**src/rtl/command_pkg.sv**
```systemverilog
// rtl/command_pkg.sv - shared types, ASCII constants and command table for command frames
package command_pkg;

    // Frame format shared with the command-to-JSON translator.
    localparam int DEF_MAX_LEN     = 32;
    localparam int DEF_FRAC_DIGITS = 2;
    localparam int FIELD_COUNT     = 3;
    localparam int ACC_W           = 17;

    localparam int CMD_W     = 3;
    localparam int CMD_COUNT = 2;

    typedef enum logic [2:0] {
        ST_HUNT,
        ST_KEY_Q1,
        ST_KEY,
        ST_KEY_Q2,
        ST_COLON,
        ST_NUM_SIGN,
        ST_NUM_INT,
        ST_NUM_FRAC
    } parse_state_t;

    localparam logic [7:0] CH_LBRACE = 8'h7B;
    localparam logic [7:0] CH_RBRACE = 8'h7D;
    localparam logic [7:0] CH_QUOTE  = 8'h22;
    localparam logic [7:0] CH_COLON  = 8'h3A;
    localparam logic [7:0] CH_COMMA  = 8'h2C;
    localparam logic [7:0] CH_DOT    = 8'h2E;
    localparam logic [7:0] CH_MINUS  = 8'h2D;
    localparam logic [7:0] CH_SPACE  = 8'h20;
    localparam logic [7:0] CH_CR     = 8'h0D;
    localparam logic [7:0] CH_LF     = 8'h0A;

    // Key letter expected for field index 0, 1, 2.
    localparam logic [7:0] KEY_CHARS [FIELD_COUNT] = '{8'h54, 8'h4C, 8'h52};

    typedef struct packed {
        logic [7:0]  t;
        logic [15:0] l;
        logic [15:0] r;
    } cmd_entry_t;

    // Indexed by command code; L/R in hundredths.
    localparam cmd_entry_t CMD_TABLE [CMD_COUNT] = '{
        '{t: 8'd1, l: 16'd50, r: 16'd50},
        '{t: 8'd0, l: 16'd0,  r: 16'd0}
    };

    function automatic logic [31:0] pow10(input int n);
        logic [31:0] p;
        p = 32'd1;
        for (int i = 0; i < 9; i++) begin
            if (i < n) p = p * 32'd10;
        end
        return p;
    endfunction

    // Returns {known, code}; code is 0 when no entry matches.
    function automatic logic [CMD_W:0] cmd_lookup(input logic [7:0] t,
                                                  input logic [15:0] l,
                                                  input logic [15:0] r);
        logic [CMD_W:0] res;
        res = '0;
        for (int i = CMD_COUNT - 1; i >= 0; i--) begin
            if (CMD_TABLE[i].t == t && CMD_TABLE[i].l == l && CMD_TABLE[i].r == r)
                res = {1'b1, CMD_W'(i)};
        end
        return res;
    endfunction

endpackage

```
**src/rtl/decimal_accumulator.sv**
```systemverilog
// rtl/decimal_accumulator.sv - decimal digit accumulator with fraction scaling and sign
// Ports: clk, rst_n; clear/digit_en/digit/point_en/neg_en controls;
//        raw (unscaled magnitude), frac_cnt, negative, overflow (sticky),
//        magnitude (scaled by 10^(FRAC_DIGITS-frac_cnt)), value (signed 16-bit).
module decimal_accumulator import command_pkg::*; #(
    parameter int FRAC_DIGITS = DEF_FRAC_DIGITS
) (
    input  logic             clk,
    input  logic             rst_n,
    input  logic             clear,
    input  logic             digit_en,
    input  logic [3:0]       digit,
    input  logic             point_en,
    input  logic             neg_en,
    output logic [ACC_W-1:0] raw,
    output logic [3:0]       frac_cnt,
    output logic             negative,
    output logic             overflow,
    output logic [31:0]      magnitude,
    output logic [15:0]      value
);

    logic             point_seen;
    logic [ACC_W+3:0] next_acc;

    assign next_acc = {4'd0, raw} * (ACC_W + 4)'(10) + (ACC_W + 4)'(digit);

    always_ff @(posedge clk or negedge rst_n) begin
        if (!rst_n) begin
            raw        <= '0;
            frac_cnt   <= '0;
            negative   <= 1'b0;
            overflow   <= 1'b0;
            point_seen <= 1'b0;
        end else if (clear) begin
            raw        <= '0;
            frac_cnt   <= '0;
            negative   <= 1'b0;
            overflow   <= 1'b0;
            point_seen <= 1'b0;
        end else begin
            if (digit_en) begin
                // Once the 17-bit accumulator wraps the number is unusable; keep it flagged.
                if (next_acc[ACC_W+3:ACC_W] != '0) overflow <= 1'b1;
                raw <= next_acc[ACC_W-1:0];
                if (point_seen) frac_cnt <= frac_cnt + 4'd1;
            end
            if (point_en) point_seen <= 1'b1;
            if (neg_en)   negative   <= 1'b1;
        end
    end

    // Missing fractional digits are made up by scaling, so 0.5 and 0.50 agree.
    assign magnitude = 32'(raw) * pow10(FRAC_DIGITS - int'(frac_cnt));
    assign value     = negative ? (16'd0 - magnitude[15:0]) : magnitude[15:0];

endmodule

```
**src/rtl/command_parser.sv**
```systemverilog
// rtl/command_parser.sv - parses {"T":<int>,"L":<dec>,"R":<dec>} byte frames into fixed-point fields
// Ports: clk, rst_n; byte input in_byte/in_valid/in_ready;
//        decoded t_val, l_val, r_val, cmd, cmd_known held with out_valid until out_ready;
//        frame_error one-cycle pulse on a malformed frame.
module command_parser import command_pkg::*; #(
    parameter int MAX_LEN     = DEF_MAX_LEN,
    parameter int FRAC_DIGITS = DEF_FRAC_DIGITS
) (
    input  logic             clk,
    input  logic             rst_n,
    input  logic [7:0]       in_byte,
    input  logic             in_valid,
    output logic             in_ready,
    output logic [7:0]       t_val,
    output logic [15:0]      l_val,
    output logic [15:0]      r_val,
    output logic [CMD_W-1:0] cmd,
    output logic             cmd_known,
    output logic             out_valid,
    input  logic             out_ready,
    output logic             frame_error
);

    localparam int CNT_W = $clog2(MAX_LEN + 1);

    parse_state_t     state;
    parse_state_t     nxt_state;
    logic [1:0]       field;
    logic [CNT_W-1:0] byte_cnt;
    logic [7:0]       t_hold;
    logic [15:0]      l_hold;

    logic xfer, is_ws, is_digit, end_byte, range_bad;
    logic bad, num_end, sep_comma, sep_close;
    logic acc_clear, acc_digit, acc_point, acc_neg;

    logic [ACC_W-1:0] acc_raw;
    logic [3:0]       acc_frac;
    logic             acc_negative;
    logic             acc_ovf;
    logic [31:0]      acc_mag;
    logic [15:0]      acc_value;
    logic [CMD_W:0]   lookup;

    decimal_accumulator #(.FRAC_DIGITS(FRAC_DIGITS)) u_acc (
        .clk       (clk),
        .rst_n     (rst_n),
        .clear     (acc_clear),
        .digit_en  (acc_digit),
        .digit     (in_byte[3:0]),
        .point_en  (acc_point),
        .neg_en    (acc_neg),
        .raw       (acc_raw),
        .frac_cnt  (acc_frac),
        .negative  (acc_negative),
        .overflow  (acc_ovf),
        .magnitude (acc_mag),
        .value     (acc_value)
    );

    assign in_ready  = !out_valid;
    assign xfer      = in_valid && in_ready;
    assign is_ws     = (in_byte == CH_SPACE) || (in_byte == CH_CR) || (in_byte == CH_LF);
    assign is_digit  = (in_byte >= 8'h30) && (in_byte <= 8'h39);
    assign end_byte  = (in_byte == CH_COMMA) || (in_byte == CH_RBRACE);
    // T is an unscaled integer; L/R are checked after fraction scaling.
    assign range_bad = acc_ovf || ((field == 2'd0) ? (acc_raw > ACC_W'(255))
                                                   : (acc_mag > 32'd32767));
    // R is still in the accumulator when '}' arrives.
    assign lookup    = cmd_lookup(t_hold, l_hold, acc_value);

    always_comb begin
        nxt_state = state;
        bad       = 1'b0;
        num_end   = 1'b0;
        sep_comma = 1'b0;
        sep_close = 1'b0;
        acc_clear = 1'b0;
        acc_digit = 1'b0;
        acc_point = 1'b0;
        acc_neg   = 1'b0;
        if (xfer) begin
            // A '{' inside a frame or a byte beyond MAX_LEN aborts the frame.
            if (state != ST_HUNT && (in_byte == CH_LBRACE || byte_cnt == CNT_W'(MAX_LEN))) begin
                bad = 1'b1;
            end else begin
                unique case (state)
                    ST_HUNT: begin
                        if (in_byte == CH_LBRACE) nxt_state = ST_KEY_Q1;
                    end
                    ST_KEY_Q1: begin
                        if (in_byte == CH_QUOTE) nxt_state = ST_KEY;
                        else if (!is_ws)         bad = 1'b1;
                    end
                    ST_KEY: begin
                        if (in_byte == KEY_CHARS[field]) nxt_state = ST_KEY_Q2;
                        else if (!is_ws)                 bad = 1'b1;
                    end
                    ST_KEY_Q2: begin
                        if (in_byte == CH_QUOTE) nxt_state = ST_COLON;
                        else if (!is_ws)         bad = 1'b1;
                    end
                    ST_COLON: begin
                        if (in_byte == CH_COLON) begin
                            nxt_state = ST_NUM_SIGN;
                            acc_clear = 1'b1;
                        end else if (!is_ws) begin
                            bad = 1'b1;
                        end
                    end
                    ST_NUM_SIGN: begin
                        if (in_byte == CH_MINUS && field != 2'd0 && !acc_negative) begin
                            acc_neg = 1'b1;
                        end else if (is_digit) begin
                            acc_digit = 1'b1;
                            nxt_state = ST_NUM_INT;
                        end else if (!is_ws) begin
                            bad = 1'b1;
                        end
                    end
                    ST_NUM_INT: begin
                        if (is_digit) begin
                            acc_digit = 1'b1;
                        end else if (in_byte == CH_DOT && field != 2'd0) begin
                            acc_point = 1'b1;
                            nxt_state = ST_NUM_FRAC;
                        end else if (end_byte) begin
                            num_end = 1'b1;
                        end else begin
                            bad = 1'b1;
                        end
                    end
                    ST_NUM_FRAC: begin
                        if (is_digit && acc_frac < 4'(FRAC_DIGITS)) begin
                            acc_digit = 1'b1;
                        end else if (end_byte && acc_frac != 4'd0) begin
                            num_end = 1'b1;
                        end else begin
                            bad = 1'b1;
                        end
                    end
                    default: nxt_state = ST_HUNT;
                endcase

                if (num_end) begin
                    if (range_bad) begin
                        bad = 1'b1;
                    end else if (in_byte == CH_COMMA && field != 2'd2) begin
                        sep_comma = 1'b1;
                        nxt_state = ST_KEY_Q1;
                    end else if (in_byte == CH_RBRACE && field == 2'd2) begin
                        sep_close = 1'b1;
                        nxt_state = ST_HUNT;
                    end else begin
                        bad = 1'b1;
                    end
                end
            end
        end
    end

    always_ff @(posedge clk or negedge rst_n) begin
        if (!rst_n) begin
            state       <= ST_HUNT;
            field       <= '0;
            byte_cnt    <= '0;
            t_hold      <= '0;
            l_hold      <= '0;
            t_val       <= '0;
            l_val       <= '0;
            r_val       <= '0;
            cmd         <= '0;
            cmd_known   <= 1'b0;
            out_valid   <= 1'b0;
            frame_error <= 1'b0;
        end else begin
            frame_error <= 1'b0;
            if (out_valid && out_ready) out_valid <= 1'b0;

            if (xfer) begin
                if (bad) begin
                    frame_error <= 1'b1;
                    field       <= '0;
                    byte_cnt    <= CNT_W'(1);
                    // An offending '{' is also the start of the next frame.
                    state       <= (in_byte == CH_LBRACE) ? ST_KEY_Q1 : ST_HUNT;
                end else begin
                    state <= nxt_state;
                    if (state == ST_HUNT) begin
                        field    <= '0;
                        byte_cnt <= CNT_W'(1);
                    end else begin
                        byte_cnt <= byte_cnt + CNT_W'(1);
                    end
                    if (sep_comma) begin
                        if (field == 2'd0) t_hold <= acc_raw[7:0];
                        else               l_hold <= acc_value;
                        field <= field + 2'd1;
                    end
                    if (sep_close) begin
                        t_val     <= t_hold;
                        l_val     <= l_hold;
                        r_val     <= acc_value;
                        cmd       <= lookup[CMD_W-1:0];
                        cmd_known <= lookup[CMD_W];
                        out_valid <= 1'b1;
                        field     <= '0;
                    end
                end
            end
        end
    end

endmodule

```
**config.mk**
```make
export PLATFORM = sky130hd
export DESIGN_NAME = command_parser
export DESIGN_NICKNAME = d
export VERILOG_FILES = /design/src/rtl/command_pkg.sv /design/src/rtl/decimal_accumulator.sv /design/src/rtl/command_parser.sv
export SDC_FILE = /design/constraint.sdc
export NUM_CORES = 1
export LEC_CHECK = 0
export BUFFER_PORTS_ARGS = -buffer_cell sky130_fd_sc_hd__buf_2
export CORE_MARGIN = 3
export CORE_UTILIZATION = 30
export DETAILED_ROUTE_END_ITERATION = 16
export SETUP_SLACK_MARGIN = 0.05
export SLEW_MARGIN = 20
export SYNTH_ARGS = -nofsm -noshare
export SYNTH_HDL_FRONTEND = slang
export SYNTH_HIERARCHICAL = 1
export SYNTH_SLANG_ARGS = --single-unit
```
**constraint.sdc**
```tcl
create_clock -name clk -period 19.68 [get_ports clk]
set_clock_uncertainty 0.15 [all_clocks]
set_input_delay 2.952 -clock clk [delete_from_list [all_inputs] [get_ports clk]]
set_output_delay 2.952 -clock clk [all_outputs]
set_load 0.02 [all_outputs]
```
==> results of run 1 <==
-- path summary, 6_finish.rpt --
kind	start	to	slack, ns	depth (start not counted)
max	u_acc/frac_cnt[0]	r_val[4]	1.37	74
min reg2reg	l_val[2]	l_val[2]	0.35	1
min in group asynchronous	rst_n	l_hold[1]	2.36	1
min	l_val[2]	l_val[2]	0.35	1
max reg2reg	u_acc/frac_cnt[0]	r_val[4]	1.37	74
max in group asynchronous	rst_n	byte_cnt[1]	16.01	2
-- cells by family after synthesis --
group,Yosys count
AND/OR/NAND/NOR,904
adder cells (fa/ha/maj),614
flip-flops,103
XOR/XNOR,159
buffers and inverters,561
multiplexers,75
other,2
AO/OA/AOI/OAI,382
-- routing by layer --
metal | vias to the layer above | track usage, % | share of wire [%]
li1 | 9084 | - | -
met1 | 9258 | 21.3 | 48
met2 | 389 | 24.9 | 46
met3 | 51 | 1.35 | 4.5
met4 | 0 | 2.37 | 1.3
met5 | - | 0 | 0
-- state kept, by name (all words and copies together), names as in the netlist, 2 cells and up --
register        cells
u_acc/raw          17
l_hold             16
l_val              16
r_val              16
t_hold              8
t_val               8
byte_cnt            6
u_acc/frac_cnt      4
state               3
field               2
-- placed cells by master (no fill, tap or decap), types with 18 or more instances in the layout --
master and n:
inv_1 450, and3_1 39, dfrtp_1 103, nor4_1 24, mux2_2 55, a21oi_1 87
a21o_1 36, buf_4 49, and2_1 114, ha_1 286, xnor2_1 92, o21a_1 18
buf_2 55, nor2_1 148, nand2_1 379, xor2_1 63, nand3_1 39, nor3_1 37
o21ai_0 75, fa_1 327, nand2b_1 20
-- final cells by class --
class | count | area [um2]
Fill cell | 8271 | 53300
Multi-Input combinational cell | 2140 | 19500
Sequential cell | 103 | 2580
Inverter | 450 | 1690
Tap cell | 1050 | 1310
Timing Repair Buffer | 106 | 674
Clock buffer | 11 | 253
Clock inverter | 4 | 30.0
-- power breakdown --
group          total (mW)  internal, mW  leakage, nW  switching (mW)
combinational      0.0533        0.0205         11.1          0.0328
clock               0.171        0.0925        0.138          0.0788
sequential          0.224         0.216         1.42         0.00810
total               0.448         0.329         12.6           0.120
-- stage by stage --
stage	hold WS [ns]	power, mW	cells	util [%]
after floorplan	0.338	0.263	2804	-
after global placement	0.336	0.280	3849	32.3
after detailed placement	0.341	0.280	3849	32.3
after CTS	0.356	0.452	3864	32.7
after global routing	0.368	0.469	3864	32.8
final	0.351	0.448	3864	32.8
==> impl_metrics.toml, run 1 <==
[cells_and_area]
nets = 3436
area_growth_pct = 7.98
antenna-diode-count = 0
drive_gt1_share_pct = 8.74
stdcell_area_um2 = 26000

[timing]
rsz0062_at_grt = "false"
fin_crit_ns = 18.31
relSlewSlack_pct = 32.7
setup_tns_ns = 0
timing.final.crit_share_pct = 93.0
worst_pin_slew_ns = 1.01
fmax_mhz = 54.6
setup_ws_ns = 1.37
hold_viol_final = 0
maxSlewViolCount = 0
setup_violations = 0

[synth]
synthCells = 2800
synth_compound_gate_area_share_pct = 10.6
synth_top_area_cell = "fa_1"
synth_top_family_by_area = "adder cells"
synth_top_area_share_pct = 27.2
synth.area.mux_share_pct = 3.61
synth-edff-count = 0
ys.warnings.count = 6
synthSimpleGateAreaFrac_pct = 18.0
netlist_top_cells_count = "inv_1, nand2_1, fa_1"
yosys-top-cells-area = "fa_1, ha_1, dfrtp_1, inv_1, nand2_1"
syn_area_per_cell_um2 = 8.60
synthFlopType = "dfrtp_1"
netlist_area_um2 = 24100
synthAdderAreaFrac_pct = 42.1
async_flop_share_pct = 100
synth_xor_area_share_pct = 6.01
synth-seq-area-share_pct = 10.7
synth-seq-cells = 103
synth.distinct_cells = 89
yosysMostFrequentCell = "inv_1"

[clocking]
clkSinkCount = 103
cts_buffer_depth = 2
cts_setup_buffers = 0
clk_pin_slew_ns = 0.07
insertion_delay_ns = 0.35
clock-root-buffer = "clkbuf_16"
post_cts_resize_count = 0
cts_tree = "done"
numCtsBuffers = 9
ctsHoldBuffers = 0
h-tree-depth = 3

[global_routing]
grt_max_degree = 95
antenna_found_initial = 3
grt_pass1_vias = 19017
grt_overflow = 0
gr-usage-all-layers_pct = 14.9
grt_pass1_wl_mm = 102

[floorplan]
start_util_pct = 30.4
die_x_um = 289
core_um2 = 79300
rows = 103
die-area_um2 = 83700
die_h_um = 289
io_pins = 59

[worst_setup_path]
crit_type = "register to register"
cp_num_buf_inv = 4
crit_path_frequent_cell = "ha_1"
slowest_delay_ns = 0.53
critPathArrivalTime_ns = 18.39
cp_max_fo = 45
cpMaxStageDelayCell = "fa_1"
start_kind = "register"
end_kind = "register"
cp_top_family = "adder cells"
worstPathRequired_ns = 19.76

[outcome]
status = "finished, final reports clean"

[placement]
placed_cell_area_um2 = 25600
place.gp.congestion = 0.862
portBuffers = 56
hpwlAfterDp_mm = 48.2
dp_slack_ns = 0.290

[run]
maxCapViolations = 0

[routing]
routed_wl_mm = 61.5
drc_errors = 0
drt.antenna.violating_nets = 0
first_iter_violations = 991
vias = 18782
first_pass_iters = 5
vias_per_cell = 4.86
detail_route.wl_per_cell_um = 15.9

[power_and_ir_drop]
power_density_nw_per_um2 = 17.2
leakage_nw = 12.6
ir_drop_uv = 39.6

[hold_path]
min_path_type = "register to register"
No activity file was read; power rests on OpenSTA's default activity.
==> run 2: changes to the inputs <==
--- a/config.mk
+++ b/config.mk
@@ -6,7 +6,6 @@
 export NUM_CORES = 1
 export LEC_CHECK = 0
 export BUFFER_PORTS_ARGS = -buffer_cell sky130_fd_sc_hd__buf_2
-export CORE_MARGIN = 3
 export CORE_UTILIZATION = 30
 export DETAILED_ROUTE_END_ITERATION = 16
 export SETUP_SLACK_MARGIN = 0.05
==> constraint.sdc (replaced) <==
create_clock -name clk -period 16.48 [get_ports clk]
set_clock_uncertainty 0.15 [all_clocks]
set_input_delay 2.472 -clock clk [delete_from_list [all_inputs] [get_ports clk]]
set_output_delay 2.472 -clock clk [all_outputs]
set_load 0.02 [all_outputs]
==> run 2 against run 1 <==
Net effect: the flow now finishes with violations (setup timing); cell area up 14%; critical path depth up 7; worst setup slack worse by 1.4 ns; via count up 7.0%; clock power up 30%; final cell count up 7.4%; combinational power up 34%; sequential share of layout area down 1.2 points; count of clock-buffer cells in the layout down 1; maximum frequency up 11%; die area down 2.7%; core utilization up 4.5 points; critical endpoint is now l_hold[9]; largest power group unchanged; highest routed layer unchanged.
==> impl_metrics.toml, run 2 (synthesis gave the netlist of run 1 again) <==
[power_and_ir_drop]
switchingPower_mw = 0.154
p_seq_share_pct = 47.7
ir_drop_uv = 46.4
clock_power_share_pct = 39.6
leakage_nw = 14.3
p_int_mw = 0.407
combPwrFrac_pct = 12.7
switching_share_pct = 27.4
power_density_nw_per_um2 = 19.0
power.total_mw = 0.561

[routing]
drt.antenna.violating_nets = 0
detail_route.wl_per_cell_um = 15.7
first_iter_violations = 1013
routed_wl_mm = 65.3
vias = 20093
drc_errors = 0
first_pass_iters = 5
vias_per_cell = 4.84

[timing]
fin_crit_ns = 16.54
fmax_mhz = 60.4
worst_pin_slew_ns = 1.06
maxSlewViolCount = 0
hold_viol_final = 0
setup_ws_ns = -0.0646
setup_violations = 23
relSlewSlack_pct = 29.4
rsz0062_at_grt = "true"
timing.final.crit_share_pct = 100

[floorplan]
start_util_pct = 30.4
die_x_um = 285
die_h_um = 285
rows = 103
die-area_um2 = 81400
io_pins = 59
core_um2 = 79300

[clocking]
insertion_delay_ns = 0.36
ctsHoldBuffers = 0
clk_pin_slew_ns = 0.07
clock-root-buffer = "clkbuf_16"
h-tree-depth = 3
numCtsBuffers = 9
clkSinkCount = 103
cts_buffer_depth = 2
cts_tree = "done"

[cells_and_area]
fin_cells = 4150
drive_gt1_share_pct = 21.8
final_cell_mix = "inv_1, nand2_1, fa_1, buf_4, ha_1"
area_growth_pct = 22.7
final_util_pct = 37.3
multi_input_area_um2 = 20600
seq_area_um2 = 2580
nets = 3721
nFillCells = 8017
final_common_cell = "inv_1"
largest_reg_flops = 17
largest_register = "u_acc/raw"
antenna-diode-count = 0

[outcome]
status = "complete, but fails checks"
violations = "setup timing"

[worst_setup_path]
crit_type = "register to register"
slowest_delay_ns = 0.52
critPathArrivalTime_ns = 16.63
start_kind = "register"
cpMaxStageDelayCell = "fa_1"
cp_max_fo = 8
worstPathRequired_ns = 16.57
crit_path_frequent_cell = "xnor2_1"
end_kind = "register"

[placement]
portBuffers = 56
place.gp.congestion = 0.866
dp_cells = 4088
hpwlAfterDp_mm = 49.4

[run]
maxCapViolations = 0

[global_routing]
grt_overflow = 0
grt_pass1_vias = 21174
grt_pass1_wl_mm = 108
gr-usage-all-layers_pct = 16.1
antenna_found_initial = 2
grt_max_degree = 93

[hold_path]
min_path_type = "register to register"
[run 2: cell count changes in the layout (fill, tap and decap cells not counted), moves of 24 or more]
cell,change
mux2_2,-40
buf_4,+263
o21ai_0,-24
ha_1,-34
mux2_4,+40
ha_4,+30
[run 2: cell type report]
cell class	instances	share of cell area (%)
multi-input combinational	2140	69.9
clock inverter	6	0.229
inverter	450	5.72
clock buffer	10	0.775
tap	1050	4.45
sequential	103	8.73
timing repair buffer	391	10.2
[run 2: metal layers]
layer	vias to the layer above	GRT usage (%)	part of all wire, %
li1	9646	-	-
met1	9973	21.8	47
met2	398	27.7	48
met3	76	1.65	3.8
met4	0	3.26	1.7
met5	-	0	0
[run 2: worst paths after layout]
kind	start	endpoint	slack, ns	cells after the start
max in group asynchronous	rst_n	u_acc/raw[5]	13.34	3
min reg2reg	l_val[0]	l_val[0]	0.36	1
max	u_acc/frac_cnt[0]	l_hold[9]	-0.06	81
min in group asynchronous	rst_n	l_hold[10]	1.87	1
max reg2reg	u_acc/frac_cnt[0]	l_hold[9]	-0.06	81
min	l_val[0]	l_val[0]	0.36	1
[run 2: power by group through the flow]
stage          Clock (mW)  Combinational [mW]  Sequential [mW]
4_1_cts             0.227              0.0648            0.267
2_1_floorplan           0              0.0468            0.268
3_5_place_dp            0              0.0644            0.272
3_3_place_gp            0              0.0640            0.272
5_1_grt             0.235              0.0786            0.269
6_report            0.222              0.0713            0.267
[run 2: stage by stage]
step           hold WS, ns  cell area (um2)  setup slack (ns)  setup TNS [ns]
6_report             0.364            29500           -0.0646          -0.910
5_1_grt              0.383            29500            -0.858          -57.81
4_1_cts              0.362            28700            0.0458               0
3_5_place_dp         0.346            27600            -0.458          -31.39
3_3_place_gp         0.336            27600            -0.337          -22.83
2_1_floorplan        0.338            24300            0.0730               0
[run 2: critical path: cells and delay by family, from the launching register on]
kind / cells / cell delay (ns)
flops: 1 / 0.43
fa+ha+maj: 17 / 5.80
compound gates: 18 / 2.61
mux: 2 / 0.43
buf+inv: 9 / 0.95
xor+xnor: 15 / 2.71
simple gates: 20 / 3.40
[run 2: timing repair]
| action | 4_1_cts | 5_1_grt |
|---|---|---|
| resized for setup | 91 | 158 |
| setup endpoints to repair | 77 | 77 |
| gates cloned | 2 | 2 |
| pin swaps | 57 | 64 |
| buffers inserted | 29 | 13 |
